### src/rtl/ws2812_pkg.sv
// ws2812_pkg
// Shared definitions for the WS2812 frame path: pixel/channel widths,
// serializer bit timing constants (in 48 MHz clock cycles), the frame
// sequencer state encoding and the per-channel brightness scale function.
package ws2812_pkg;

  localparam int PIXEL_W  = 24;
  localparam int CHAN_W   = 8;
  localparam int T_PERIOD = 60;
  localparam int T0_ON    = 17;
  localparam int T1_ON    = 34;
  localparam int T_RESET  = 3120;

  typedef enum logic [2:0] {
    IDLE,
    LOAD,
    ARM,
    STREAM,
    TAIL
  } seq_state_t;

  // (c * (b + 1)) >> 8 : b = 255 is identity, b = 0 yields 0.
  // The product tops out at 255 * 256, so 16 bits are enough.
  function automatic logic [CHAN_W-1:0] scale_chan(input logic [CHAN_W-1:0] c,
                                                    input logic [CHAN_W-1:0] b);
    logic [2*CHAN_W-1:0] prod;
    prod = 16'(c) * (16'(b) + 16'd1);
    return prod[2*CHAN_W-1:CHAN_W];
  endfunction

endpackage

### src/rtl/ws2812_pixel_scaler.sv
// ws2812_pixel_scaler
// Applies the global brightness to all three channels of a pixel in one
// registered stage. The output register only loads when en is high, so the
// serializer sees a value that is stable between pixel updates.
// Ports:
//   clk, reset_n   clock, asynchronous active-low reset (output clears to 0)
//   en             load the scaled pixel this cycle
//   pixel_in       24-bit pixel, wire order
//   brightness     8-bit scale factor
//   pixel_out      registered scaled pixel
module ws2812_pixel_scaler
  import ws2812_pkg::*;
(
  input  logic               clk,
  input  logic               reset_n,
  input  logic               en,
  input  logic [PIXEL_W-1:0] pixel_in,
  input  logic [CHAN_W-1:0]  brightness,
  output logic [PIXEL_W-1:0] pixel_out
);

  logic [PIXEL_W-1:0] scaled_next;
  logic [PIXEL_W-1:0] pixel_reg;

  genvar gi;
  generate
    for (gi = 0; gi < PIXEL_W / CHAN_W; gi++) begin : g_chan
      assign scaled_next[gi*CHAN_W +: CHAN_W] =
        scale_chan(pixel_in[gi*CHAN_W +: CHAN_W], brightness);
    end
  endgenerate

  always_ff @(posedge clk or negedge reset_n) begin
    if (!reset_n) begin
      pixel_reg <= '0;
    end else if (en) begin
      pixel_reg <= scaled_next;
    end
  end

  assign pixel_out = pixel_reg;

endmodule

### src/rtl/ws2812_frame_sequencer.sv
// ws2812_frame_sequencer
// Frame controller in front of the WS2812 serializer. Holds a NUM_LEDS-deep
// pixel store written by the host, latches a global brightness at frame
// start and drives the serializer's send_n / rgb_data / new_data_req
// handshake so exactly NUM_LEDS pixels go out per frame, followed by a
// TAIL_CYCLES guard period.
// Optional build macro: WS2812_DOUBLE_BUFFER_EN -- two pixel banks; host
// writes land in the back bank, banks swap at frame accept and the new front
// is copied into the back bank in the background, giving tear-free frames.
// Ports:
//   clk, reset_n        48 MHz clock, asynchronous active-low reset
//   pix_we/addr/wdata   host pixel write (addr >= NUM_LEDS ignored)
//   brightness          global scale, sampled at frame accept
//   start               one-cycle frame trigger (one-deep pending while busy)
//   busy                frame in progress incl. load and tail
//   frame_done          one-cycle pulse at end of tail
//   rgb_data            scaled pixel to serializer
//   send_n              active-low "more pixels" to serializer
//   new_data_req        serializer pulse at the start of each pixel
module ws2812_frame_sequencer
  import ws2812_pkg::*;
#(
  parameter int NUM_LEDS    = 8,
  parameter int TAIL_CYCLES = 1500,
  parameter int ADDR_W      = (NUM_LEDS > 1) ? $clog2(NUM_LEDS) : 1
) (
  input  logic               clk,
  input  logic               reset_n,
  input  logic               pix_we,
  input  logic [ADDR_W-1:0]  pix_addr,
  input  logic [PIXEL_W-1:0] pix_wdata,
  input  logic [CHAN_W-1:0]  brightness,
  input  logic               start,
  output logic               busy,
  output logic               frame_done,
  output logic [PIXEL_W-1:0] rgb_data,
  output logic               send_n,
  input  logic               new_data_req
);

  localparam int TAIL_W = $clog2(TAIL_CYCLES + 1);
  localparam logic [ADDR_W-1:0] LAST_IDX = ADDR_W'(NUM_LEDS - 1);

  seq_state_t          state_reg, state_next;
  logic [ADDR_W-1:0]   idx_reg, idx_next;
  logic                load_cnt_reg, load_cnt_next;
  logic [TAIL_W-1:0]   tail_cnt_reg, tail_cnt_next;
  logic [CHAN_W-1:0]   bright_q_reg, bright_q_next;
  logic                pending_reg, pending_next;
  logic                busy_reg, busy_next;
  logic                frame_done_reg, frame_done_next;
  logic                send_n_reg, send_n_next;
  logic                new_data_req_q;
  logic                req_rise;
  logic                accept;
  logic                rd_en;
  logic [ADDR_W-1:0]   rd_addr;
  logic                rd_valid_reg;
  logic [PIXEL_W-1:0]  rd_data_reg;
  logic                host_we;

  assign req_rise = new_data_req & ~new_data_req_q;
  assign host_we  = pix_we && ({1'b0, pix_addr} < (ADDR_W + 1)'(NUM_LEDS));

  // ---------------------------------------------------------------- store
`ifdef WS2812_DOUBLE_BUFFER_EN
  localparam int MEM_AW = ADDR_W + 1;

  logic                front_bank_reg;
  logic                copy_active_reg;
  logic [ADDR_W-1:0]   copy_idx_reg;
  logic                rd_bank;
  logic [PIXEL_W-1:0]  pix_mem [2*NUM_LEDS];

  function automatic logic [MEM_AW-1:0] bank_addr(input logic bank,
                                                  input logic [ADDR_W-1:0] a);
    return bank ? (MEM_AW'(NUM_LEDS) + MEM_AW'(a)) : MEM_AW'(a);
  endfunction

  // The pixel-0 read issued at accept must already see the swapped front.
  assign rd_bank = accept ? ~front_bank_reg : front_bank_reg;

  always_ff @(posedge clk or negedge reset_n) begin
    if (!reset_n) begin
      front_bank_reg  <= 1'b0;
      copy_active_reg <= 1'b0;
      copy_idx_reg    <= '0;
    end else if (accept) begin
      front_bank_reg  <= ~front_bank_reg;
      copy_active_reg <= 1'b1;
      copy_idx_reg    <= '0;
    end else if (copy_active_reg) begin
      if (copy_idx_reg == LAST_IDX) begin
        copy_active_reg <= 1'b0;
      end else begin
        copy_idx_reg <= copy_idx_reg + 1'b1;
      end
    end
  end

  // Copy-forward owns the back-bank slot it touches this cycle; a host write
  // to that same address is dropped, writes elsewhere proceed.
  always_ff @(posedge clk) begin
    if (copy_active_reg) begin
      pix_mem[bank_addr(~front_bank_reg, copy_idx_reg)] <=
        pix_mem[bank_addr(front_bank_reg, copy_idx_reg)];
    end
    if (host_we && !(copy_active_reg && pix_addr == copy_idx_reg)) begin
      pix_mem[bank_addr(~front_bank_reg, pix_addr)] <= pix_wdata;
    end
    if (rd_en) begin
      rd_data_reg <= pix_mem[bank_addr(rd_bank, rd_addr)];
    end
  end
`else
  logic [PIXEL_W-1:0]  pix_mem [NUM_LEDS];

  always_ff @(posedge clk) begin
    if (host_we) begin
      pix_mem[pix_addr] <= pix_wdata;
    end
    if (rd_en) begin
      rd_data_reg <= pix_mem[rd_addr];
    end
  end
`endif

  // ---------------------------------------------------------------- scaler
  ws2812_pixel_scaler u_scaler (
    .clk        (clk),
    .reset_n    (reset_n),
    .en         (rd_valid_reg),
    .pixel_in   (rd_data_reg),
    .brightness (bright_q_reg),
    .pixel_out  (rgb_data)
  );

  // ---------------------------------------------------------------- FSM
  always_ff @(posedge clk or negedge reset_n) begin
    if (!reset_n) begin
      state_reg      <= IDLE;
      idx_reg        <= '0;
      load_cnt_reg   <= 1'b0;
      tail_cnt_reg   <= '0;
      bright_q_reg   <= '0;
      pending_reg    <= 1'b0;
      busy_reg       <= 1'b0;
      frame_done_reg <= 1'b0;
      send_n_reg     <= 1'b1;
      new_data_req_q <= 1'b0;
      rd_valid_reg   <= 1'b0;
    end else begin
      state_reg      <= state_next;
      idx_reg        <= idx_next;
      load_cnt_reg   <= load_cnt_next;
      tail_cnt_reg   <= tail_cnt_next;
      bright_q_reg   <= bright_q_next;
      pending_reg    <= pending_next;
      busy_reg       <= busy_next;
      frame_done_reg <= frame_done_next;
      send_n_reg     <= send_n_next;
      new_data_req_q <= new_data_req;
      rd_valid_reg   <= rd_en;
    end
  end

  always_comb begin
    state_next      = state_reg;
    idx_next        = idx_reg;
    load_cnt_next   = load_cnt_reg;
    tail_cnt_next   = tail_cnt_reg;
    bright_q_next   = bright_q_reg;
    pending_next    = pending_reg;
    busy_next       = busy_reg;
    frame_done_next = 1'b0;
    send_n_next     = 1'b1;
    accept          = 1'b0;
    rd_en           = 1'b0;
    rd_addr         = idx_reg;

    // Any start outside IDLE (including the last tail cycle) queues one frame.
    if (start && state_reg != IDLE) begin
      pending_next = 1'b1;
    end

    case (state_reg)
      IDLE: begin
        if (start || pending_reg) begin
          accept        = 1'b1;
          bright_q_next = brightness;
          idx_next      = '0;
          busy_next     = 1'b1;
          pending_next  = 1'b0;
          rd_en         = 1'b1;
          rd_addr       = '0;
          load_cnt_next = 1'b0;
          state_next    = LOAD;
        end
      end
      LOAD: begin
        // Cycle 0: read lands; cycle 1: scaled pixel 0 sits on rgb_data.
        if (load_cnt_reg) begin
          state_next = ARM;
        end else begin
          load_cnt_next = 1'b1;
        end
      end
      ARM: begin
        send_n_next = 1'b0;
        if (req_rise) begin
          if (NUM_LEDS == 1) begin
            send_n_next   = 1'b1;
            tail_cnt_next = '0;
            state_next    = TAIL;
          end else begin
            idx_next   = ADDR_W'(1);
            state_next = STREAM;
          end
        end
      end
      STREAM: begin
        send_n_next = 1'b0;
        if (req_rise) begin
          rd_en = 1'b1;
          if (idx_reg == LAST_IDX) begin
            send_n_next   = 1'b1;
            tail_cnt_next = '0;
            state_next    = TAIL;
          end else begin
            idx_next = idx_reg + 1'b1;
          end
        end
      end
      TAIL: begin
        if (tail_cnt_reg == TAIL_W'(TAIL_CYCLES - 1)) begin
          frame_done_next = 1'b1;
          busy_next       = 1'b0;
          state_next      = IDLE;
        end else begin
          tail_cnt_next = tail_cnt_reg + 1'b1;
        end
      end
      default: state_next = IDLE;
    endcase
  end

  assign busy       = busy_reg;
  assign frame_done = frame_done_reg;
  assign send_n     = send_n_reg;

endmodule

### config.mk
export PLATFORM = sky130hd
export DESIGN_NAME = ws2812_frame_sequencer
export DESIGN_NICKNAME = d
export VERILOG_FILES = /design/src/rtl/ws2812_pkg.sv /design/src/rtl/ws2812_pixel_scaler.sv /design/src/rtl/ws2812_frame_sequencer.sv
export SDC_FILE = /design/constraint.sdc
export NUM_CORES = 1
export LEC_CHECK = 0
export CORE_MARGIN = 2
export CORE_UTILIZATION = 30
export CTS_CLUSTER_DIAMETER = 200
export DETAILED_ROUTE_END_ITERATION = 8
export PLACE_DENSITY_LB_ADDON = 0.08
export SLEW_MARGIN = 20
export SYNTH_ARGS = -nofsm -noshare
export SYNTH_HDL_FRONTEND = slang
export SYNTH_HIERARCHICAL = 1
export SYNTH_SLANG_ARGS = --single-unit
### constraint.sdc
create_clock -name clk -period 7.2 [get_ports clk]
set_input_delay 1.44 -clock clk [delete_from_list [all_inputs] [get_ports clk]]
set_output_delay 1.44 -clock clk [all_outputs]
set_load 0.02 [all_outputs]
==> results.cfg <==
[run_status]
run_status = finished, final reports clean

[finish]
fillers = 5539
final_core_utilization_pct = 35.4
largest_register_ffs = 192
final_common_cell = sky130_fd_sc_hd__edfxtp_1
design_area_um2 = 19600
diodes = 0
drive_above_1_share_pct = 10.0
multi_input_comb_area_um2 = 8250
design.final.nets = 1669
area.growth.synth_to_final_pct = 16.2
regArea_um2 = 7890
layout_common_cells = 216 x sky130_fd_sc_hd__edfxtp_1, 154 x sky130_fd_sc_hd__inv_1, 133 x sky130_fd_sc_hd__and2_1, 120 x sky130_fd_sc_hd__fa_1, 100 x sky130_fd_sc_hd__ha_1

[timing]
finalMaxSlewViolations = 0
finalSetupViolations = 0
worstMarginPinSlew_ns = 0.888
clock_period_minus_worst_slack_ns = 5.48
timing.fmax_mhz = 182
fin_worst_skew_ns = 0.0193
final_cycle_share_pct = 76.2
finalSetupTns_ns = 0
hold_viol = 0
setup_repair_after_global_routing_missed_its_margin = false
worst_slack_ns = 1.72
max-slew-margin-rel_pct = 40.8

[logic_synthesis]
mappedNetlistArea_um2 = 16900
count_of_distinct_cell_types_in_the_synthesized_netlist = 65
xor_and_xnor_area_share_after_synthesis_pct = 2.02
asyncSetResetFlopFracSynth_pct = 20.6
avgSynthCellArea_um2 = 12.7
syn-instance-count = 1333
synth-adder-area-share_pct = 21.6
ys.flop_type = sky130_fd_sc_hd__edfxtp_1
yosys_warning_total = 6
compound_gate_fraction_of_synth_area_pct = 6.84
seq_area_frac_synth_pct = 46.7
postSynthRegisterBits = 272
synth_simple_gate_area_share_pct = 11.6
synth_top_family_by_area = adder cells
synth.area.mux_share_pct = 6.38
number_of_nets_produced_by_synthesis = 1593
synth-edff-count = 216

[setup_path]
critical_path.max_stage_delay_ns = 0.69
worst_path_dominant_cell_family = adder cells
worst_ep_arrival_time_ns = 5.90
slowest_cp_cell = sky130_fd_sc_hd__xor2_2
path_max_fanout = 15
crit_buf_inv = 3
timing.critical_path.required_ns = 7.61
cp_common_cell = sky130_fd_sc_hd__fa_1
worst_setup_path_end_kind = flop
worst_setup_path_start_kind = flop
path_class = flop to flop
cp_cell_sequence = nand3_1 > nor2_1 > nand3_1 > xor2_2 > buf_4 > nor2b_1 > fa_1 > inv_1 > fa_1 > fa_1 > inv_1 > ha_1 > ha_1 > a21o_1 > a221oi_1 > o211ai_1 > a31oi_1 > xnor2_1 > mux2_2

[global_routing]
track_usage_pct = 14.6
grt_pass1_vias = 10700
grt_antenna_before_repair = 0
grt_max_degree = 57
grt-ovfl-total = 0
grt_first_pass_wirelength_um = 64400

[clock_network]
worst_setup_hold_path_clk_slew_ns = 0.06
max-clock-path-buffers = 3
htree_levels = 2
cts_repair_resize_count = 0
numClockSinks = 272
skew_pair_late_insertion_delay_ns = 0.54
number_of_buffers_inserted_during_clock_tree_synthesis = 34
clock_tree.root_cell = sky130_fd_sc_hd__clkbuf_16
postcts_setup_bufs = 0
cts-hold-fix-buffers = 0
cts_tree = built

[route]
ant_nets = 0
remaining_drc_errors = 0
detail_route.wl_per_cell_um = 18.6
firstDrtPassIters = 5
drt_wl_total_um = 40700
vias = 10100
drt_first_iter_violations = 536
vias_per_cell = 4.62

[floorplanning]
dieArea_um2 = 58200
io_pins = 67
fp.dieW_um = 241
effective_utilization_at_floorplan_pct = 30.5
std_cell_rows = 86
coreArea_um2 = 55400
floorplan.die.height_um = 241

[place]
count_of_port_buffers_added_during_placement = 66
place_congestion = 0.741
placement.cell_area_um2 = 18500
dp_worst_setup_slack_ns = 1.67
place_hpwl_um = 26200

[min_path]
min_path_type = flop to flop

[run]
max-cap-violations = 0
## kinds of logic after synthesis
logic type | Yosys count
DFF | 272
AOI/OAI and AO/OA | 159
xor gates and xnor gates | 39
and+or+nand+nor | 362
buffers and inverters | 208
muxes | 73
adders and majority gates | 220
## worst register-to-register path, stage by stage, from the launching register on
cell and delay, ns:
sky130_fd_sc_hd__dfrtp_1 0.42, sky130_fd_sc_hd__nand3_1 0.10, sky130_fd_sc_hd__nor2_1 0.16, sky130_fd_sc_hd__nand3_1 0.14, sky130_fd_sc_hd__xor2_2 0.69, sky130_fd_sc_hd__buf_4 0.31
sky130_fd_sc_hd__nor2b_1 0.08, sky130_fd_sc_hd__fa_1 0.53, sky130_fd_sc_hd__inv_1 0.05, sky130_fd_sc_hd__fa_1 0.45, sky130_fd_sc_hd__fa_1 0.49, sky130_fd_sc_hd__inv_1 0.04
sky130_fd_sc_hd__ha_1 0.28, sky130_fd_sc_hd__ha_1 0.37, sky130_fd_sc_hd__a21o_1 0.22, sky130_fd_sc_hd__a221oi_1 0.29, sky130_fd_sc_hd__o211ai_1 0.18, sky130_fd_sc_hd__a31oi_1 0.24
sky130_fd_sc_hd__xnor2_1 0.08, sky130_fd_sc_hd__mux2_2 0.26
## cells in the mapped netlist (all sizes together) (3+ instances only)
| cell type | n | share of area [%] |
|---|---|---|
| edfxtp | 216 | 38 |
| inv | 154 | 3.4 |
| and2 | 133 | 4.9 |
| fa | 120 | 14 |
| ha | 100 | 7.4 |
| nor2 | 64 | 1.4 |
| nand2 | 56 | 1.2 |
| dfrtp | 55 | 8.1 |
| a21oi | 42 | 1.2 |
| nor2b | 40 | 1.5 |
| clkbuf | 34 | 0.76 |
| xnor2 | 27 | 1.4 |
| mux4 | 25 | 3.3 |
| a211o | 24 | 1.2 |
| a2bb2oi | 24 | 1.2 |
| mux2 | 24 | 1.6 |
| mux2i | 24 | 1.4 |
| buf | 19 | 0.64 |
| nand3 | 19 | 0.56 |
| nand2b | 14 | 0.52 |
| xor2 | 12 | 0.62 |
| nor3 | 11 | 0.33 |
| o21ai | 11 | 0.33 |
| a31oi | 9 | 0.41 |
| a21o | 8 | 0.36 |
| o21a | 6 | 0.27 |
| or3 | 5 | 0.19 |
| a211oi | 4 | 0.18 |
| o21bai | 4 | 0.18 |
| a22o | 3 | 0.16 |
| o211ai | 3 | 0.13 |
| o22ai | 3 | 0.11 |
## final timing paths
| path | start | to | slack, ns | cells past startpoint |
|---|---|---|---|---|
| min in group asynchronous | reset_n | u_scaler/pixel_out[16]$_DFFE_PN0P_ | 1.10 | 2 |
| max in group asynchronous | reset_n | idx_reg[0]$_DFFE_PN0P_ | 5.48 | 2 |
| worst max-delay path | bright_q_reg[2]$_DFFE_PN0P_ | u_scaler/pixel_out[15]$_DFFE_PN0P_ | 1.72 | 19 |
| worst max register to register | bright_q_reg[2]$_DFFE_PN0P_ | u_scaler/pixel_out[15]$_DFFE_PN0P_ | 1.72 | 19 |
| worst min-delay path | u_scaler/pixel_out[3]$_DFFE_PN0P_ | u_scaler/pixel_out[3]$_DFFE_PN0P_ | 0.49 | 2 |
| worst min register to register | u_scaler/pixel_out[3]$_DFFE_PN0P_ | u_scaler/pixel_out[3]$_DFFE_PN0P_ | 0.49 | 2 |
## final cells by class
class	count	area share (%)
multi-input combinational	853	42.0
sequential	272	40.2
tap	748	4.77
clock buffer	44	4.68
timing repair buffer	93	4.37
inverter	155	2.96
clock inverter	17	1.03
## metal layers
layer | vias to the layer above | part of all wire, % | GRT usage (%)
li1 | 4772 | - | -
met2 | 155 | 48 | 24.1
met4 | 0 | 1.7 | 3.16
met3 | 48 | 3.8 | 2.47
met1 | 5108 | 47 | 20.1
met5 | - | 0 | 0
## metrics by stage
stage	instances	hold WS (ns)
6_report	2182	0.492
5_1_grt	2182	0.527
4_1_cts	2182	0.503
3_5_place_dp	2121	0.488
3_3_place_gp	2121	0.486
2_1_floorplan	1333	0.483
Power is left out: the tool's default activity adds up to more than one toggle a clock period on the data nets, which glitch-free logic cannot reach.
